<file path="config.mk">
export PLATFORM = sky130hd
export DESIGN_NAME = icache_flat
export DESIGN_NICKNAME = d
export VERILOG_FILES = /design/src/rtl/icache_if.sv /design/src/rtl/icache.sv /design/src/flat_wrapper.sv
export SDC_FILE = /design/constraint.sdc
export NUM_CORES = 1
export LEC_CHECK = 0
export BUFFER_PORTS_ARGS = -buffer_cell sky130_fd_sc_hd__buf_2
export CORE_ASPECT_RATIO = 0.7
export CORE_MARGIN = 4
export CORE_UTILIZATION = 25
export DETAILED_ROUTE_END_ITERATION = 10
export MAX_ROUTING_LAYER = met4
export SYNTH_ARGS = -nofsm -noshare
export SYNTH_HDL_FRONTEND = slang
export SYNTH_SLANG_ARGS = --single-unit
</file>
<file path="constraint.sdc">
create_clock -name CLK -period 11.9 [get_ports CLK]
set_input_delay 1.19 -clock CLK [delete_from_list [all_inputs] [get_ports CLK]]
set_output_delay 1.19 -clock CLK [all_outputs]
set_load 0.03 [all_outputs]
</file>
<file path="src/rtl/icache_if.sv">
// Instruction cache bus bundle: datapath fetch side, memory-controller read
// side and the performance counters, grouped so the cache takes one port.
interface icache_if;
    logic        imemREN;
    logic [31:0] imemaddr;
    logic        ihit;
    logic [31:0] imemload;
    logic        iREN;
    logic [31:0] iaddr;
    logic        iwait;
    logic [31:0] iload;
    logic [31:0] hit_count;
    logic [31:0] miss_count;

    // Cache side: serves fetches, issues memory reads, exports counters.
    modport slave (
        input  imemREN, imemaddr, iwait, iload,
        output ihit, imemload, iREN, iaddr, hit_count, miss_count
    );

    // Environment side: datapath plus memory controller.
    modport master (
        output imemREN, imemaddr, iwait, iload,
        input  ihit, imemload, iREN, iaddr, hit_count, miss_count
    );
endinterface

</file>
<file path="src/rtl/icache.sv">
// Direct-mapped, one-word-per-frame, read-only instruction cache.
// Hits return data combinationally in IDLE; a miss parks the line address in
// miss_addr_r and the FETCH state holds the memory read until iwait drops,
// then fills the frame and returns to IDLE, where the lookup is retried.
module icache #(
    parameter int SETS = 16
) (
    input  logic     CLK,
    input  logic     nRST,
    icache_if.slave  bus
);
    localparam int IDX_W = $clog2(SETS);
    localparam int TAG_W = 30 - IDX_W;

    typedef enum logic {
        IDLE  = 1'b0,
        FETCH = 1'b1
    } state_t;

    state_t            state_r;
    logic [31:0]       miss_addr_r;
    logic [31:0]       hit_count_r;
    logic [31:0]       miss_count_r;
    logic [SETS-1:0]   valid_r;
    logic [TAG_W-1:0]  tag_r  [SETS];
    logic [31:0]       data_r [SETS];

    logic [IDX_W-1:0]  req_idx_s;
    logic [TAG_W-1:0]  req_tag_s;
    logic [IDX_W-1:0]  fill_idx_s;
    logic [TAG_W-1:0]  fill_tag_s;
    logic              hit_s;
    logic              miss_s;
    logic              fill_s;

    // Counters stick at all-ones instead of wrapping.
    function automatic logic [31:0] sat_inc(input logic [31:0] value);
        if (value == 32'hFFFF_FFFF) begin
            return value;
        end else begin
            return value + 32'd1;
        end
    endfunction

    assign req_idx_s  = bus.imemaddr[IDX_W+1:2];
    assign req_tag_s  = bus.imemaddr[31:IDX_W+2];
    assign fill_idx_s = miss_addr_r[IDX_W+1:2];
    assign fill_tag_s = miss_addr_r[31:IDX_W+2];

    // Classify the current cycle: hit or miss in IDLE, fill completion in FETCH.
    always_comb begin
        hit_s  = 1'b0;
        miss_s = 1'b0;
        fill_s = 1'b0;
        if (state_r == IDLE) begin
            if (bus.imemREN) begin
                if (valid_r[req_idx_s] && (tag_r[req_idx_s] == req_tag_s)) begin
                    hit_s = 1'b1;
                end else begin
                    miss_s = 1'b1;
                end
            end else begin
                hit_s = 1'b0;
            end
        end else begin
            fill_s = ~bus.iwait;
        end
    end

    // Controller: state, miss address, valid bits and saturating counters.
    always_ff @(posedge CLK or negedge nRST) begin
        if (!nRST) begin
            state_r      <= IDLE;
            miss_addr_r  <= 32'h0000_0000;
            hit_count_r  <= 32'h0000_0000;
            miss_count_r <= 32'h0000_0000;
            valid_r      <= '0;
        end else begin
            case (state_r)
                IDLE: begin
                    if (hit_s) begin
                        hit_count_r <= sat_inc(hit_count_r);
                    end else if (miss_s) begin
                        miss_addr_r  <= {bus.imemaddr[31:2], 2'b00};
                        miss_count_r <= sat_inc(miss_count_r);
                        state_r      <= FETCH;
                    end else begin
                        state_r <= IDLE;
                    end
                end
                FETCH: begin
                    if (fill_s) begin
                        valid_r[fill_idx_s] <= 1'b1;
                        state_r             <= IDLE;
                    end else begin
                        state_r <= FETCH;
                    end
                end
                default: begin
                    state_r <= IDLE;
                end
            endcase
        end
    end

    // Frame tag/data arrays: written only by a completed fill, never cleared.
    always_ff @(posedge CLK) begin
        if (fill_s) begin
            tag_r[fill_idx_s]  <= fill_tag_s;
            data_r[fill_idx_s] <= bus.iload;
        end else begin
            tag_r[fill_idx_s]  <= tag_r[fill_idx_s];
            data_r[fill_idx_s] <= data_r[fill_idx_s];
        end
    end

    // Zero-cycle hit path; nothing is forwarded from iload on the fill cycle.
    assign bus.ihit       = hit_s;
    assign bus.imemload   = hit_s ? data_r[req_idx_s] : 32'h0000_0000;
    assign bus.iREN       = (state_r == FETCH);
    assign bus.iaddr      = miss_addr_r;
    assign bus.hit_count  = hit_count_r;
    assign bus.miss_count = miss_count_r;
endmodule

</file>
<file path="src/flat_wrapper.sv">
// flat-port wrapper written by rule: the top's interface ports become plain ports
module icache_flat 
#(
    parameter int SETS = 16
)
  (CLK, nRST, bus_imemREN, bus_imemaddr, bus_iwait, bus_iload, bus_ihit, bus_imemload, bus_iREN, bus_iaddr, bus_hit_count, bus_miss_count);
  icache_if bus_i ();
  input  logic CLK;
  input  logic nRST;
  input wire logic [$bits(bus_i.imemREN)-1:0] bus_imemREN;
  input wire logic [$bits(bus_i.imemaddr)-1:0] bus_imemaddr;
  input wire logic [$bits(bus_i.iwait)-1:0] bus_iwait;
  input wire logic [$bits(bus_i.iload)-1:0] bus_iload;
  output wire logic [$bits(bus_i.ihit)-1:0] bus_ihit;
  output wire logic [$bits(bus_i.imemload)-1:0] bus_imemload;
  output wire logic [$bits(bus_i.iREN)-1:0] bus_iREN;
  output wire logic [$bits(bus_i.iaddr)-1:0] bus_iaddr;
  output wire logic [$bits(bus_i.hit_count)-1:0] bus_hit_count;
  output wire logic [$bits(bus_i.miss_count)-1:0] bus_miss_count;
  assign bus_i.imemREN = bus_imemREN;
  assign bus_i.imemaddr = bus_imemaddr;
  assign bus_i.iwait = bus_iwait;
  assign bus_i.iload = bus_iload;
  assign bus_ihit = bus_i.ihit;
  assign bus_imemload = bus_i.imemload;
  assign bus_iREN = bus_i.iREN;
  assign bus_iaddr = bus_i.iaddr;
  assign bus_hit_count = bus_i.hit_count;
  assign bus_miss_count = bus_i.miss_count;
  icache #(.SETS(SETS)) u_core (.CLK(CLK), .nRST(nRST), .bus(bus_i));
endmodule
</file>
# [After elaboration in Yosys (flattened, before gate mapping)]
# Memory sizes are Yosys's and may differ from the RTL's.
# Cells that the tools add are included.
# Widths: inputs -> output; s select.
[totals] n_memories=2 mem_bits_rw=928 output_inout_bits=130 elab_cells=51 ff_bits=111 input_bits=68
[memory_table] name="u_core.data_r" words=16 width=32 rd=1 rd_ports_with_merged_regs=0 write_ports=1 line="icache.sv:26" rtl="logic [31:0] data_r [SETS];"
[memory_table] name="u_core.tag_r" words=16 width=26 rd=1 rd_ports_with_merged_regs=0 write_ports=1 line="icache.sv:25" rtl="logic [TAG_W-1:0] tag_r [SETS];"
[classes] reduce_logical=7 muxes=20 n_bitwise=8 add_sub_neg=2 eq_ne=4 order_cmp=3
[ops] operator="$add 32x1->32 const B" n=2
[ops] operator="$eq 32x32->1 const B" n=2
[ops] operator="$mux 32" n=2
[ops] operator="$eq 26x26->1" n=1
[ops] operator="$mux 26" n=1
[ops] operator="$or 16x16->16" n=1
[ops] operator="$mux 1" n=14
[ops] operator="$lt 4x5->1 const B" n=2
[ops] operator="$reduce_and 3->1" n=2
[ops] operator="$not 1->1" n=5
[ops] operator="$bmux 1 s4" n=1
[ops] operator="$demux 1 s4" n=1
[ops] operator="$ge 4x1->1 const B" n=1
[ops] operator="$reduce_and 2->1" n=2
[ops] operator="$reduce_and 4->1" n=1
[ops] operator="$logic_and 1x1->1" n=2
[ops] operator="$or 1x1->1" n=2
[ops] operator="$pmux 1 s2" n=1
[ops] operator="$ne 0x0->1" n=1

# [Logic depth before layout (Yosys ltp)]
[depth] depth_word=9 mapped_depth=15 ltp_nobuf=9

# [Worst setup path before layout]
# OpenSTA, ideal clock, no wires.
[synth_path] path_type="input port to flip-flop" from="input bus_iwait" to="register u_core.valid_r[0]" n_path_buf=0 slack_ps=5655 t_required_ps=11811 cell_stages=4 setup_ps=89 t_arrival_ps=6155 cell_sequence="nand2b_1 > or3_1 > nor3_1 > or2_2"
[synth_via] elab_chain_cells=3
[synth_lines] item="start, declared" line="flat_wrapper.sv:12" rtl="input wire logic [$bits(bus_i.iwait)-1:0] bus_iwait;"
[synth_lines] item="$not 1->1" line="icache.sv:66" rtl="fill_s = ~bus.iwait;"
[synth_lines] item="$mux 1" line="icache.sv:55" rtl="if (state_r == IDLE) begin"
[synth_lines] item="$reduce_and 2->1 (no source line)"
[synth_lines] item="end signal, assigned" line="icache.sv:77" rtl="valid_r <= '0;"
[synth_lines] item="end signal, assigned by index" line="icache.sv:93" rtl="valid_r[fill_idx_s] <= 1'b1;"
[synth_lines] item="end, declared" line="icache.sv:24" rtl="logic [SETS-1:0] valid_r;"
# No other way between the ends.
# A chain may end at the register's enable or synchronous reset.

# [Final worst setup path]
[layout_path] from="input bus_imemaddr[2]" to="output bus_imemload[10]"
[layout_via] elab_chain_cells=7 word_cells_on_any_way=10 cone_classes="eq/ne: 1; mux: 6; reduce/logical: 1; memory: 2"
[layout_lines] item="start, declared" line="flat_wrapper.sv:11" rtl="input wire logic [$bits(bus_i.imemaddr)-1:0] bus_imemaddr;"
[layout_lines] item="$mem_v2 16x26 / $bmux 1 s4 (equally long branches)"
[layout_lines] item="$eq 26x26->1 / $mux 1 (equally long branches)" line="icache.sv:57" rtl="if (valid_r[req_idx_s] && (tag_r[req_idx_s] == req_tag_s)) begin"
[layout_lines] item="$logic_and 1x1->1" line="icache.sv:57"
[layout_lines] item="$mux 1" line="icache.sv:57"
[layout_lines] item="$mux 1" line="icache.sv:56" rtl="if (bus.imemREN) begin"
[layout_lines] item="$mux 1" line="icache.sv:55"
[layout_lines] item="$mux 32 *" line="icache.sv:119" rtl="assign bus.imemload = hit_s ? data_r[req_idx_s] : 32'h0000_0000;"
[layout_lines] item="end, declared" line="flat_wrapper.sv:15" rtl="output wire logic [$bits(bus_i.imemload)-1:0] bus_imemload;"
# Mark *: on every way between the ends. The rest lies on a longest branch, timed or not. The select of a mux whose other input is x is not followed.

==> results summary <==
The final routed DRC violation total is 0. The post-detailed-routing wire length is 105,900 um. The number of endpoints with negative hold slack in the final report is 0.

Setup repair after global routing left no endpoint under its margin. The number of warning messages in the yosys log is 0. 198 I/O pins were placed. At the pin with the least slew margin, the transition time is 1.149 ns. The fraction of the yosys area taken by sequential cells is 74.61%. After routing the design area is 48,150 um^2.

The number of slew-limit violations in the final report is 0. The clock edge transition at the registers on the reported setup and hold paths is 0.06 ns. The half-perimeter wire length after detailed placement is 57,900 um. The final route contains 20,530 vias. The worst relative slew slack came out at 23.12%.

The number of clock sinks came out at 1,039. Summed over all layers, the global routing overflow is 0. The average via count per standard cell is 4.522. The largest single stage delay on the critical path is 0.85 ns. The total CTS buffers came out at 106.

Among all stages on the critical path, the largest delay is contributed by sky130_fd_sc_hd__buf_4. The wire length per cell after detailed routing is 23.31 um. Summing every instance area after synthesis gives 41,070 um^2. The total of hold buffers inserted after clock tree synthesis is 0. Dividing the synthesized area by the synthesized cell count gives 20.50 um^2. The number of DRC markers in iteration 0 is 1,765. The die is 492.4 um wide. Synthesis produced a netlist whose cell count is 2,003. The wire length of the first global-routing pass is 152,600 um. Clock skew on the completed layout was measured at 0.03106 ns.

The post-layout minimum cycle time is 7.754 ns. The largest vdd supply drop came out at 0.0001425 V. The number of unique standard cell types used by synthesis came out at 60. The initial core utilization came out at 25.16%. The most numerous cell type found on the critical path is sky130_fd_sc_hd__mux4_2. The number of setup buffers added after CTS is 0. The areal power density over the cells is 170.5 nW/um^2.

Counting flops and latches in the post-synthesis netlist gives 1,039. The overall power after layout came out at 8.209 mW. The critical path goes through buf_8 -> buf_4 -> mux4_2 -> mux4_2 -> xnor2_1 -> or4b_1 -> or4_4 -> nand2b_2 -> nor2b_1 -> buf_2. The number of gates resized after CTS was 0.

The most common library cell in the layout ignoring fill and taps is sky130_fd_sc_hd__edfxtp_1. The data required time of the critical path came out at 10.71 ns. The category of the most critical setup path is primary input to output port.

The die is 347.1 um tall. The total placed instance area came out at 44,760 um^2. TritonCTS built the clock tree.

The max-capacitance violation count came out at 0. STA classifies the critical path endpoint as an output port. The flow ran to the end, and the final reports show no timing, DRC or antenna violations. The clock latency on the worst-skew pair came out at 0.69 ns. Entering global routing, the biggest net connects 94 pins. The top cell types in the final layout, fill and taps aside, are sky130_fd_sc_hd__edfxtp_1, sky130_fd_sc_hd__mux4_2, sky130_fd_sc_hd__buf_2. For the worst setup path, the data arrival time is 6.56 ns. The leakage power is 15.89 nW.

The initial antenna violation count is 24. Before antenna repair, the detailed router went through 5 iterations. After floorplanning, the core was divided into 124 placement rows. The congestion estimate from routability-driven global placement came to 0.7850. No sink is reached through more buffers than the 3 on the longest clock path. Setup violations remaining at the end of the flow were counted as 0. The core region is 163,200 um^2. Global routing used 12.49% of the available tracks. Dividing the final minimum period by the clock period gives 65.16%. In this run the worst hold path is classified as flop to flop. The H-tree was split into 3 levels. The share of post-route cells with drive strength above 1 came out at 30.83%. The number of global-route vias before repair came to 20,950. Port buffering added 193 buffers. After routing, the total negative slack on setup checks comes to 0 ns. The count of nets left with antenna violations once routing finished came out at 0. STA classifies the critical path startpoint as a primary input. The number of enable-type register cells in the synthesized netlist is 928. The worst-path maximum fanout is 66. The area enclosed by the die boundary came out at 170,900 um^2. The peak clock frequency supported by timing is 129.0 MHz. The most used flip-flop cell after synthesis is sky130_fd_sc_hd__edfxtp_1. After the last flow step, the layout net total stands at 2,312. In this run the clock root is driven by a sky130_fd_sc_hd__clkbuf_16. The area added between synthesis and finish is 17.23%. The share of async-settable or async-resettable flops after synthesis is 10.68%.
-- sequential cells by signal, summed over array words and instances (netlist names) --
| signal | cells |
|---|---|
| u_core.bus.hit_count | 32 |
| u_core.bus.miss_count | 32 |
| u_core.valid_r | 16 |
| u_core.bus.iREN | 1 |
| u_core.tag_r | 416 |
| u_core.data_r | 512 |
| u_core.bus.iaddr | 30 |
-- final timing paths --
check / from / endpoint / slack [ns] / depth (start not counted)
min: u_core.valid_r[1] / u_core.valid_r[1] / 0.46 / 1
max: bus_imemaddr[2] / bus_imemload[10] / 4.15 / 10
max reg2reg: u_core.tag_r[5][12] / u_core.bus.iaddr[10] / 7.24 / 9
min in group asynchronous: nRST / u_core.bus.hit_count[20] / 0.48 / 1
min reg2reg: u_core.valid_r[1] / u_core.valid_r[1] / 0.46 / 1
max in group asynchronous: nRST / u_core.bus.hit_count[0] / 10.05 / 2
-- through the flow --
stage                     utilization [%]  worst slack [ns]  hold slack, ns  cells
after floorplan                         -             5.655          0.4337   2004
after global placement              27.42             3.962          0.4458   4339
after detailed placement            27.42             3.930          0.4481   4339
after CTS                           29.49             3.922          0.4647   4534
after global routing                29.50             3.725          0.4763   4540
final                               29.50             4.146          0.4646   4541
-- Yosys cell counts (4+ instances only) --
cell / count / share of area [%]
sky130_fd_sc_hd__nand4_1: 24 / 0.37
sky130_fd_sc_hd__mux4_1: 9 / 0.58
sky130_fd_sc_hd__mux2i_1: 63 / 1.5
sky130_fd_sc_hd__mux4_2: 235 / 13
sky130_fd_sc_hd__and4_1: 4 / 0.085
sky130_fd_sc_hd__nor2_1: 44 / 0.40
sky130_fd_sc_hd__nor3_1: 45 / 0.55
sky130_fd_sc_hd__buf_2: 21 / 0.26
sky130_fd_sc_hd__inv_1: 11 / 0.10
sky130_fd_sc_hd__mux2_2: 54 / 1.5
sky130_fd_sc_hd__a22o_1: 7 / 0.15
sky130_fd_sc_hd__clkbuf_1: 47 / 0.43
sky130_fd_sc_hd__a22oi_1: 6 / 0.11
sky130_fd_sc_hd__o22ai_1: 13 / 0.20
sky130_fd_sc_hd__xor2_1: 38 / 0.81
sky130_fd_sc_hd__nand2_1: 36 / 0.33
sky130_fd_sc_hd__xnor2_1: 43 / 0.92
sky130_fd_sc_hd__or3_1: 7 / 0.11
sky130_fd_sc_hd__edfxtp_1: 928 / 68
sky130_fd_sc_hd__or2_2: 19 / 0.29
sky130_fd_sc_hd__nor2b_1: 40 / 0.61
sky130_fd_sc_hd__nand3b_1: 4 / 0.073
sky130_fd_sc_hd__nand2b_1: 15 / 0.23
sky130_fd_sc_hd__buf_4: 12 / 0.22
sky130_fd_sc_hd__o21ai_0: 9 / 0.11
sky130_fd_sc_hd__and3_1: 18 / 0.27
sky130_fd_sc_hd__a221oi_1: 5 / 0.11
sky130_fd_sc_hd__nor3b_1: 4 / 0.073
sky130_fd_sc_hd__buf_6: 6 / 0.16
sky130_fd_sc_hd__buf_1: 16 / 0.15
sky130_fd_sc_hd__nand3_1: 46 / 0.56
sky130_fd_sc_hd__a31oi_1: 4 / 0.061
sky130_fd_sc_hd__nor4_1: 12 / 0.18
sky130_fd_sc_hd__and2_1: 10 / 0.15
sky130_fd_sc_hd__dfrtp_1: 111 / 6.8
-- critical path, delay by kind of cell --
kind,cells,cell delay [ns]
xor+xnor,1,0.37
mux,2,1.09
simple gates,4,2.16
buf+inv,3,1.58
-- layout make-up --
cell class                 count  area, um^2
inverter                      11       41.29
sequential                  1039       30640
timing repair buffer         232        1300
antenna                        7       17.52
fill                       15970      115100
clock inverter                55       518.0
tap                         2205        2759
clock buffer                 140        2851
multi-input combinational    852       10020
-- power by group --
group | internal, mW | leakage, nW | switching [mW]
Clock | 1.84 | 1.64 | 1.39
Sequential | 4.20 | 9.78 | 0.144
Combinational | 0.238 | 4.47 | 0.398
-- per-layer routing --
| metal | share of wire [%] | routed length, um | GRT usage (%) |
|---|---|---|---|
| met1 | 44 | 47030 | 17.09 |
| met4 | 2.2 | 2377 | 3.422 |
| met3 | 6.4 | 6791 | 2.585 |
| met2 | 47 | 49670 | 18.90 |
| met5 | 0 | 0 | - |
-- cells by family (layout without fill, tap and decap cells) --
family / Yosys count / count (layout) / share of synthesized area (%)
AOI/OAI and AO/OA: 65 / 65 / 1.203
xor gates and xnor gates: 82 / 82 / 1.767
adders and majority gates: 2 / 2 / 0.06092
buffers and inverters: 113 / 438 / 1.316
DFF: 1039 / 1039 / 74.61
muxes: 361 / 361 / 16.48
other: 1 / 9 / 0.009131
and+or+nand+nor: 340 / 340 / 4.551
Power figures use the tool's default switching activity.
